### src/rtl/mult_dot_drv.sv
// Dot-product initiator for a ready-valid multiplier: one multiply in flight, products accumulated per vector.
// Optional accumulator saturation is compiled in with `define MULT_DOT_DRV_SAT_EN.
module mult_dot_drv #(
  parameter int WIDTH     = 32,
  parameter int ACC_WIDTH = 2*WIDTH+8,
  parameter int CNT_WIDTH = 16
) (
  input  logic                 clk,
  input  logic                 rst_n,
  input  logic [WIDTH-1:0]     op_a,
  input  logic [WIDTH-1:0]     op_b,
  input  logic                 op_last,
  input  logic                 op_valid,
  output logic                 op_ready,
  output logic [WIDTH-1:0]     mul_a,
  output logic [WIDTH-1:0]     mul_b,
  output logic                 mul_valid,
  input  logic                 mul_ready,
  input  logic [WIDTH-1:0]     mul_lo,
  input  logic [WIDTH-1:0]     mul_hi,
  input  logic                 mul_rvalid,
  output logic                 mul_rready,
  output logic [ACC_WIDTH-1:0] sum,
  output logic [CNT_WIDTH-1:0] count,
  output logic                 sat,
  output logic                 res_valid,
  input  logic                 res_ready
);

  typedef enum logic [1:0] {
    IDLE  = 2'd0,
    ISSUE = 2'd1,
    WAIT  = 2'd2,
    DONE  = 2'd3
  } state_t;

  state_t                 state_r;
  state_t                 state_s;

  logic [WIDTH-1:0]       a_r;
  logic [WIDTH-1:0]       b_r;
  logic                   last_r;
  logic [WIDTH-1:0]       a_next_s;
  logic [WIDTH-1:0]       b_next_s;
  logic [ACC_WIDTH-1:0]   acc_r;
  logic [ACC_WIDTH-1:0]   acc_next_s;
  logic [ACC_WIDTH-1:0]   acc_add_s;
  logic [ACC_WIDTH-1:0]   prod_s;
  logic [CNT_WIDTH-1:0]   cnt_r;
  logic [CNT_WIDTH-1:0]   cnt_next_s;

  logic                   op_ready_r;
  logic [WIDTH-1:0]       mul_a_r;
  logic [WIDTH-1:0]       mul_b_r;
  logic                   mul_valid_r;
  logic                   mul_rready_r;
  logic [ACC_WIDTH-1:0]   sum_r;
  logic [CNT_WIDTH-1:0]   count_r;
  logic                   res_valid_r;

  logic                   op_fire_s;
  logic                   mul_fire_s;
  logic                   rsp_fire_s;
  logic                   res_fire_s;

  // Handshakes use the registered strobes, which mirror the current state.
  assign op_fire_s  = op_valid   && op_ready_r;
  assign mul_fire_s = mul_valid_r && mul_ready;
  assign rsp_fire_s = mul_rvalid && mul_rready_r;
  assign res_fire_s = res_valid_r && res_ready;

  assign prod_s = ACC_WIDTH'({mul_hi, mul_lo});

  // State register.
  always_ff @(posedge clk or negedge rst_n) begin
    if (!rst_n) begin
      state_r <= IDLE;
    end else begin
      state_r <= state_s;
    end
  end

  // Next-state decode.
  always_comb begin
    state_s = state_r;
    case (state_r)
      IDLE: begin
        if (op_fire_s) begin
          state_s = ISSUE;
        end else begin
          state_s = IDLE;
        end
      end
      ISSUE: begin
        if (mul_fire_s) begin
          state_s = WAIT;
        end else begin
          state_s = ISSUE;
        end
      end
      WAIT: begin
        if (rsp_fire_s) begin
          if (last_r) begin
            state_s = DONE;
          end else begin
            state_s = IDLE;
          end
        end else begin
          state_s = WAIT;
        end
      end
      DONE: begin
        if (res_fire_s) begin
          state_s = IDLE;
        end else begin
          state_s = DONE;
        end
      end
      default: begin
        state_s = IDLE;
      end
    endcase
  end

`ifdef MULT_DOT_DRV_SAT_EN
  logic [ACC_WIDTH:0] sum_wide_s;
  logic               sat_r;
  logic               sat_next_s;

  // Saturating add: a carry out of the accumulator clamps it and flags sat.
  always_comb begin
    sum_wide_s = {1'b0, acc_r} + {1'b0, prod_s};
    if (sum_wide_s[ACC_WIDTH]) begin
      acc_add_s = {ACC_WIDTH{1'b1}};
    end else begin
      acc_add_s = sum_wide_s[ACC_WIDTH-1:0];
    end
  end

  // Sticky saturation flag, released by the result handshake.
  always_comb begin
    sat_next_s = sat_r;
    if (state_r == WAIT && rsp_fire_s && sum_wide_s[ACC_WIDTH]) begin
      sat_next_s = 1'b1;
    end else if (state_r == DONE && res_fire_s) begin
      sat_next_s = 1'b0;
    end else begin
      sat_next_s = sat_r;
    end
  end

  // Saturation flag register.
  always_ff @(posedge clk or negedge rst_n) begin
    if (!rst_n) begin
      sat_r <= 1'b0;
    end else begin
      sat_r <= sat_next_s;
    end
  end

  assign sat = sat_r;
`else
  // Wrapping add modulo 2^ACC_WIDTH.
  always_comb begin
    acc_add_s = acc_r + prod_s;
  end

  assign sat = 1'b0;
`endif

  // Accumulator, counter and operand-latch next values.
  always_comb begin
    acc_next_s = acc_r;
    cnt_next_s = cnt_r;
    if (state_r == WAIT && rsp_fire_s) begin
      acc_next_s = acc_add_s;
      cnt_next_s = cnt_r + CNT_WIDTH'(1'b1);
    end else if (state_r == DONE && res_fire_s) begin
      acc_next_s = {ACC_WIDTH{1'b0}};
      cnt_next_s = {CNT_WIDTH{1'b0}};
    end else begin
      acc_next_s = acc_r;
      cnt_next_s = cnt_r;
    end
    if (op_fire_s) begin
      a_next_s = op_a;
      b_next_s = op_b;
    end else begin
      a_next_s = a_r;
      b_next_s = b_r;
    end
  end

  // Datapath state and outputs registered from the next state, so every output is 0 in reset.
  always_ff @(posedge clk or negedge rst_n) begin
    if (!rst_n) begin
      a_r          <= {WIDTH{1'b0}};
      b_r          <= {WIDTH{1'b0}};
      last_r       <= 1'b0;
      acc_r        <= {ACC_WIDTH{1'b0}};
      cnt_r        <= {CNT_WIDTH{1'b0}};
      op_ready_r   <= 1'b0;
      mul_a_r      <= {WIDTH{1'b0}};
      mul_b_r      <= {WIDTH{1'b0}};
      mul_valid_r  <= 1'b0;
      mul_rready_r <= 1'b0;
      sum_r        <= {ACC_WIDTH{1'b0}};
      count_r      <= {CNT_WIDTH{1'b0}};
      res_valid_r  <= 1'b0;
    end else begin
      a_r          <= a_next_s;
      b_r          <= b_next_s;
      if (op_fire_s) begin
        last_r <= op_last;
      end else begin
        last_r <= last_r;
      end
      acc_r        <= acc_next_s;
      cnt_r        <= cnt_next_s;
      op_ready_r   <= (state_s == IDLE);
      mul_valid_r  <= (state_s == ISSUE);
      mul_rready_r <= (state_s == WAIT);
      res_valid_r  <= (state_s == DONE);
      mul_a_r      <= (state_s == ISSUE) ? a_next_s : {WIDTH{1'b0}};
      mul_b_r      <= (state_s == ISSUE) ? b_next_s : {WIDTH{1'b0}};
      sum_r        <= (state_s == DONE) ? acc_next_s : {ACC_WIDTH{1'b0}};
      count_r      <= (state_s == DONE) ? cnt_next_s : {CNT_WIDTH{1'b0}};
    end
  end

  assign op_ready   = op_ready_r;
  assign mul_a      = mul_a_r;
  assign mul_b      = mul_b_r;
  assign mul_valid  = mul_valid_r;
  assign mul_rready = mul_rready_r;
  assign sum        = sum_r;
  assign count      = count_r;
  assign res_valid  = res_valid_r;

endmodule
### config.mk
export PLATFORM = sky130hd
export DESIGN_NAME = mult_dot_drv
export DESIGN_NICKNAME = d
export VERILOG_FILES = /design/src/rtl/mult_dot_drv.sv
export SDC_FILE = /design/constraint.sdc
export NUM_CORES = 1
export LEC_CHECK = 0
export ABC_CLOCK_PERIOD_IN_PS = 2850
export CORE_ASPECT_RATIO = 0.9
export CORE_MARGIN = 2
export CORE_UTILIZATION = 25
export DETAILED_ROUTE_END_ITERATION = 10
export REMOVE_ABC_BUFFERS = 1
export SETUP_SLACK_MARGIN = 0.15
export SLEW_MARGIN = 0
export SYNTH_ARGS = -nofsm -noshare
export SYNTH_HDL_FRONTEND = slang
export SYNTH_SLANG_ARGS = --single-unit
### constraint.sdc
create_clock -name clk -period 2.85 [get_ports clk]
set_clock_uncertainty 0.2 [all_clocks]
set_input_delay 0.855 -clock clk [delete_from_list [all_inputs] [get_ports clk]]
set_output_delay 0.855 -clock clk [all_outputs]
set_load 0.005 [all_outputs]
Word-level counts from Yosys, hierarchy flattened
Index checks and enable logic that the tools add are counted.
W data, S select, Z words.

word-level totals
  memories = 0
  register bits after elaboration = 311
  bits in read-only memories = 0
  logic and storage cells = 46
  bits in latches = 0
  input port bits = 135
  RAM bits = 0

cells by class
  multiply operators = 0
  muxes and demuxes = 16
  $add $sub $neg = 2
  order comparisons = 0
  bitwise logic cells = 0
  reduce and logical (&&, ||, !) cells = 8
  divide/modulo/power cells = 0
  shift operators = 0
  eq/ne operators = 6

operators with widths
  operator                 count
  $mux W72                 3
  $mux W32                 4
  $add A72 B64 Y72         1
  $mux W16                 3
  $add A16 B1 Y16 const B  1
  $eq A2 B2 Y1 const B     4
  $mux W2                  4
  $pmux W2 S4              1
  $logic_and A1 B1 Y1      6
  $eq A2 B1 Y1 const B     2
  $logic_not A2 Y1         2
  $mux W1                  1

Longest topological paths before layout
  depth after elaboration = 5
  gate-level depth with buffers = 12

Least setup slack after synthesis
Ideal clock, no wire load.

  kind = input -> register
  from = input port mul_lo[0]
  to = register sum_r[66] (netlist: sum[66])
  path buffers = 0
  library setup time = 0.119 ns
  data required time = 2.531 ns
  data arrival time = 3.218 ns
  stages = 12
  setup slack = -0.687 ns
  cells stage by stage = ha_1 fa_1 a21o_1 a221o_1 nand3_1 nand3_2 a31oi_4 o211ai_2 a31oi_4 nor3b_1 mux2i_1 and2_1

between the ends
  word-level cells in the longest chain between the ends = 3

RTL lines
  element               RTL line  source
  from (decl)           19        input logic [WIDTH-1:0] mul_lo,
  $add A72 B64 Y72      165       acc_add_s = acc_r + prod_s;
  $mux W72              175       if (state_r == WAIT && rsp_fire_s) begin
  via acc_next_s[66]    46        logic [ACC_WIDTH-1:0] acc_next_s;
  $mux W72              226       sum_r <= (state_s == DONE) ? acc_next_s : {ACC_WIDTH{1'b0}};
  to (signal assigned)  207       sum_r <= {ACC_WIDTH{1'b0}};
  to (signal assigned)  226
  to (decl)             57        logic [ACC_WIDTH-1:0] sum_r;

The timed path passes the listed nets, and every way through them passes these cells.
A chain may end at the register's enable or synchronous reset.

Final worst setup path
  from = input port mul_lo[0]
  to = register sum_r[44] (netlist: sum[44])

Same word-level chain as after synthesis.

==> run metrics <==
initial DRC count ~630; final hold violations 0; synthesized flop and latch total about 310; HPWL after DPL approximately 37000 um; VDD IR-drop max roughly 0.40 mV; drt total wl roughly 53000 um; final period utilization 114%; Hold Path Depth 1; die height roughly 240 um; GRT overflow 0; first-pass GRT wire length approximately 80000 um; final worst-path setup slack -397 ps; maximum clock frequency about 310 MHz; FF-to-FF End sum[44]; Leak 11.3 nW; vias in the first global route 14200; R2R depth 13; largest net degree at the start of global routing 87; CP max-delay cell a221o_1; DIE WIDTH 262 um; synthesized area around 15000 um2; Placer Congestion just under 0.9; Clock Tree Buf Depth 3; layout cell share with drive strength beyond 1 39.6%; Die ar. around 62000 um2; number of I/O port buffers 290; Yosys cell types 83; Post-synth ARST share 100%; TritonCTS clock tree built; clock slew at reported path FFs 60 ps; worst slew pin tran around 570 ps; Root Driver clkbuf_16; Worst R2R Start acc_r[0]; number of flops mapped to enable cells by yosys 0; IO Count between 200 and 300; hold_sp cnt_r[15]; Max-slew headroom 62.0%; failing checks negative setup slack; syn avg cell area 10.8 um2; Cells after Synth 1389; Core Area about 59000 um2; crit-path max FO 3; Period minus WS final 3250 ps; Critical Path RT 3140 ps; Sum Neg Setup Slack -21370 ps; total track usage 16.6%; Antenna Violating Nets Remaining 0; nets 2264; r2r setup slk -380 ps; Pwr Density between 1000 and 1500 nW/um2; average wire per standard cell around 18 um; final slew viol count 0; Most used DFF post-synth dfrtp_1; min-delay worst type register to register; Via density ~4.7; crit-path cells buf_2, ha_2, fa_2, a21o_1, a221o_1, a21oi_2, o31a_4, o31ai_4, buf_4, buf_6, a31o_4, xnor2_2, o21ai_1, and2_1; H-Tree Depth 2; Finish-stage setup viols between 100 and 150; via count about 13000; hold_ws 269 ps; status complete, but fails checks; Worst-Skew Late Latency 560 ps; Max-cap violations 0; crit-path leading delay family compound AO/OA/AOI/OAI gates; Setup crit end kind register; Worst Hold Endpoint cnt_r[15]; fillers 5484; Buf/Inv on CP 3; TritonRoute pass-1 iters 5; Crit path largest cell delay slightly below 400 ps; Rows 85; Setup crit start kind input pin; register area share after synthesis a little over half; RSZ-0062 raised after global routing yes; WS Path Type input pin to register; Initial Util between 20% and 30%; drt drc 0; worst slack, placed -1430 ps; Area Overhead vs Synth 67.6%; clock sinks between 300 and 400; Num CTS Buffers 38; synth warn 0; antenna violations before repair 1; crit path DAT ~3500 ps
-- worst max-delay path by stage --
stage                from        to  depth (start not counted)
6_report        mul_lo[0]   sum[44]                         14
3_5_place_dp    mul_lo[0]   sum[66]                         13
4_1_cts          acc_r[0]   sum[56]                         12
2_1_floorplan  mul_rvalid  mul_a[0]                          8
3_3_place_gp    mul_lo[0]   sum[66]                         13
5_1_grt          acc_r[5]   sum[69]                         13
-- power breakdown --
| group | switching [mW] | internal [mW] | total [mW] |
|---|---|---|---|
| Clock | 1.97 | 2.85 | 4.82 |
| Combinational | 6.57 | 7.66 | 14.2 |
| Sequential | 0.697 | 5.73 | 6.43 |
-- registers in the layout, indices dropped and copies added (netlist names), 2 cells and up --
| register | cells |
|---|---|
| acc_r | 72 |
| sum | 72 |
| a_r | 32 |
| b_r | 32 |
| mul_a | 32 |
| mul_b | 32 |
| cnt_r | 16 |
| count | 16 |
| state_r | 2 |
-- placed cells by master, fill, tap and decap left out, types with 39 or more instances in the layout --
cell             netlist  layout
nand2_1              135     120
buf_4                  1     330
clkdlybuf4s50_1        0     242
mux2_2                65      65
buf_6                  1      66
ha_4                   0      47
o21ai_0               95      41
and3_1                74      73
dfrtp_1              311     310
nor2_1                52      41
and2_1                87      82
a21oi_1               93      55
clkbuf_16              0      39
-- cells in the mapped netlist (22+ instances only) --
| library cell | n | area (um2) |
|---|---|---|
| dfrtp_1 | 311 | 7780 |
| nand2_1 | 135 | 507 |
| o21ai_0 | 95 | 475 |
| a21oi_1 | 93 | 465 |
| and2_1 | 87 | 544 |
| and3_1 | 74 | 463 |
| ha_1 | 65 | 813 |
| mux2_2 | 65 | 732 |
| clkbuf_1 | 59 | 221 |
| nor2_1 | 52 | 195 |
| xnor2_1 | 32 | 280 |
| nand3_1 | 30 | 150 |
| xor2_1 | 27 | 236 |
| a21o_1 | 22 | 165 |
| a22o_1 | 22 | 193 |
| nand4_1 | 22 | 138 |
-- area by class of cell --
type	count	area [um2]	area share, %
multi-input combinational	993	8670	34.6
clock inverter	18	178	0.709
antenna	1	2.50	0.00998
tap	783	980	3.91
inverter	19	71.3	0.285
timing repair buffer	700	6300	25.1
clock buffer	49	1070	4.28
sequential	311	7780	31.1
-- repair_timing --
action                     in CTS  in global routing
hold endpoints to repair       20                  0
gates resized for setup       350                165
pin swaps                     152                132
hold buffers                    1                  0
setup endpoints to repair     128                196
buffers inserted               49                 59
-- stage by stage --
| step | total power [mW] | instance area, um2 | util (%) | std cells |
|---|---|---|---|---|
| after floorplan | 11.6 | 14700 | - | 1323 |
| final | 25.5 | 25100 | 42.2 | 2874 |
| after CTS | 24.0 | 24000 | 40.3 | 2814 |
| after detailed placement | 17.0 | 21000 | 35.4 | 2697 |
| after global placement | 16.8 | 21000 | 35.4 | 2697 |
| after global routing | 27.0 | 25100 | 42.2 | 2874 |
-- routing by layer --
metal | vias to the layer above | wire length, um | GRT usage (%)
met5 | - | 0 | 0
met4 | 0 | 2060 | 6.39
li1 | 6313 | - | -
met3 | 107 | 2360 | 2.90
met1 | 6746 | 21900 | 20.9
met2 | 305 | 26300 | 28.1
-- worst register-to-register path, cell delays in order (launching register included) --
cell and delay, ps:
dfrtp_1 390, ha_2 200, fa_2 350, a21o_1 200
a221o_1 390, a21oi_2 220, o31a_4 200, o31ai_4 110
buf_4 150, buf_6 110, a31o_4 230, xnor2_2 130
o21ai_1 160, and2_1 140
-- cell families (layout without fill, tap and decap cells) --
logic type | count (synthesis) | after routing | synth area share [%]
other | 1 | 2 | 0.0251
muxes | 75 | 75 | 5.56
AOI/OAI and AO/OA | 350 | 350 | 15.7
xor gates and xnor gates | 59 | 59 | 3.45
DFF | 311 | 311 | 52.0
buffers and inverters | 85 | 786 | 2.24
and+or+nand+nor | 442 | 442 | 15.4
adders and majority gates | 66 | 66 | 5.57
Power figures use the tool's default switching activity.
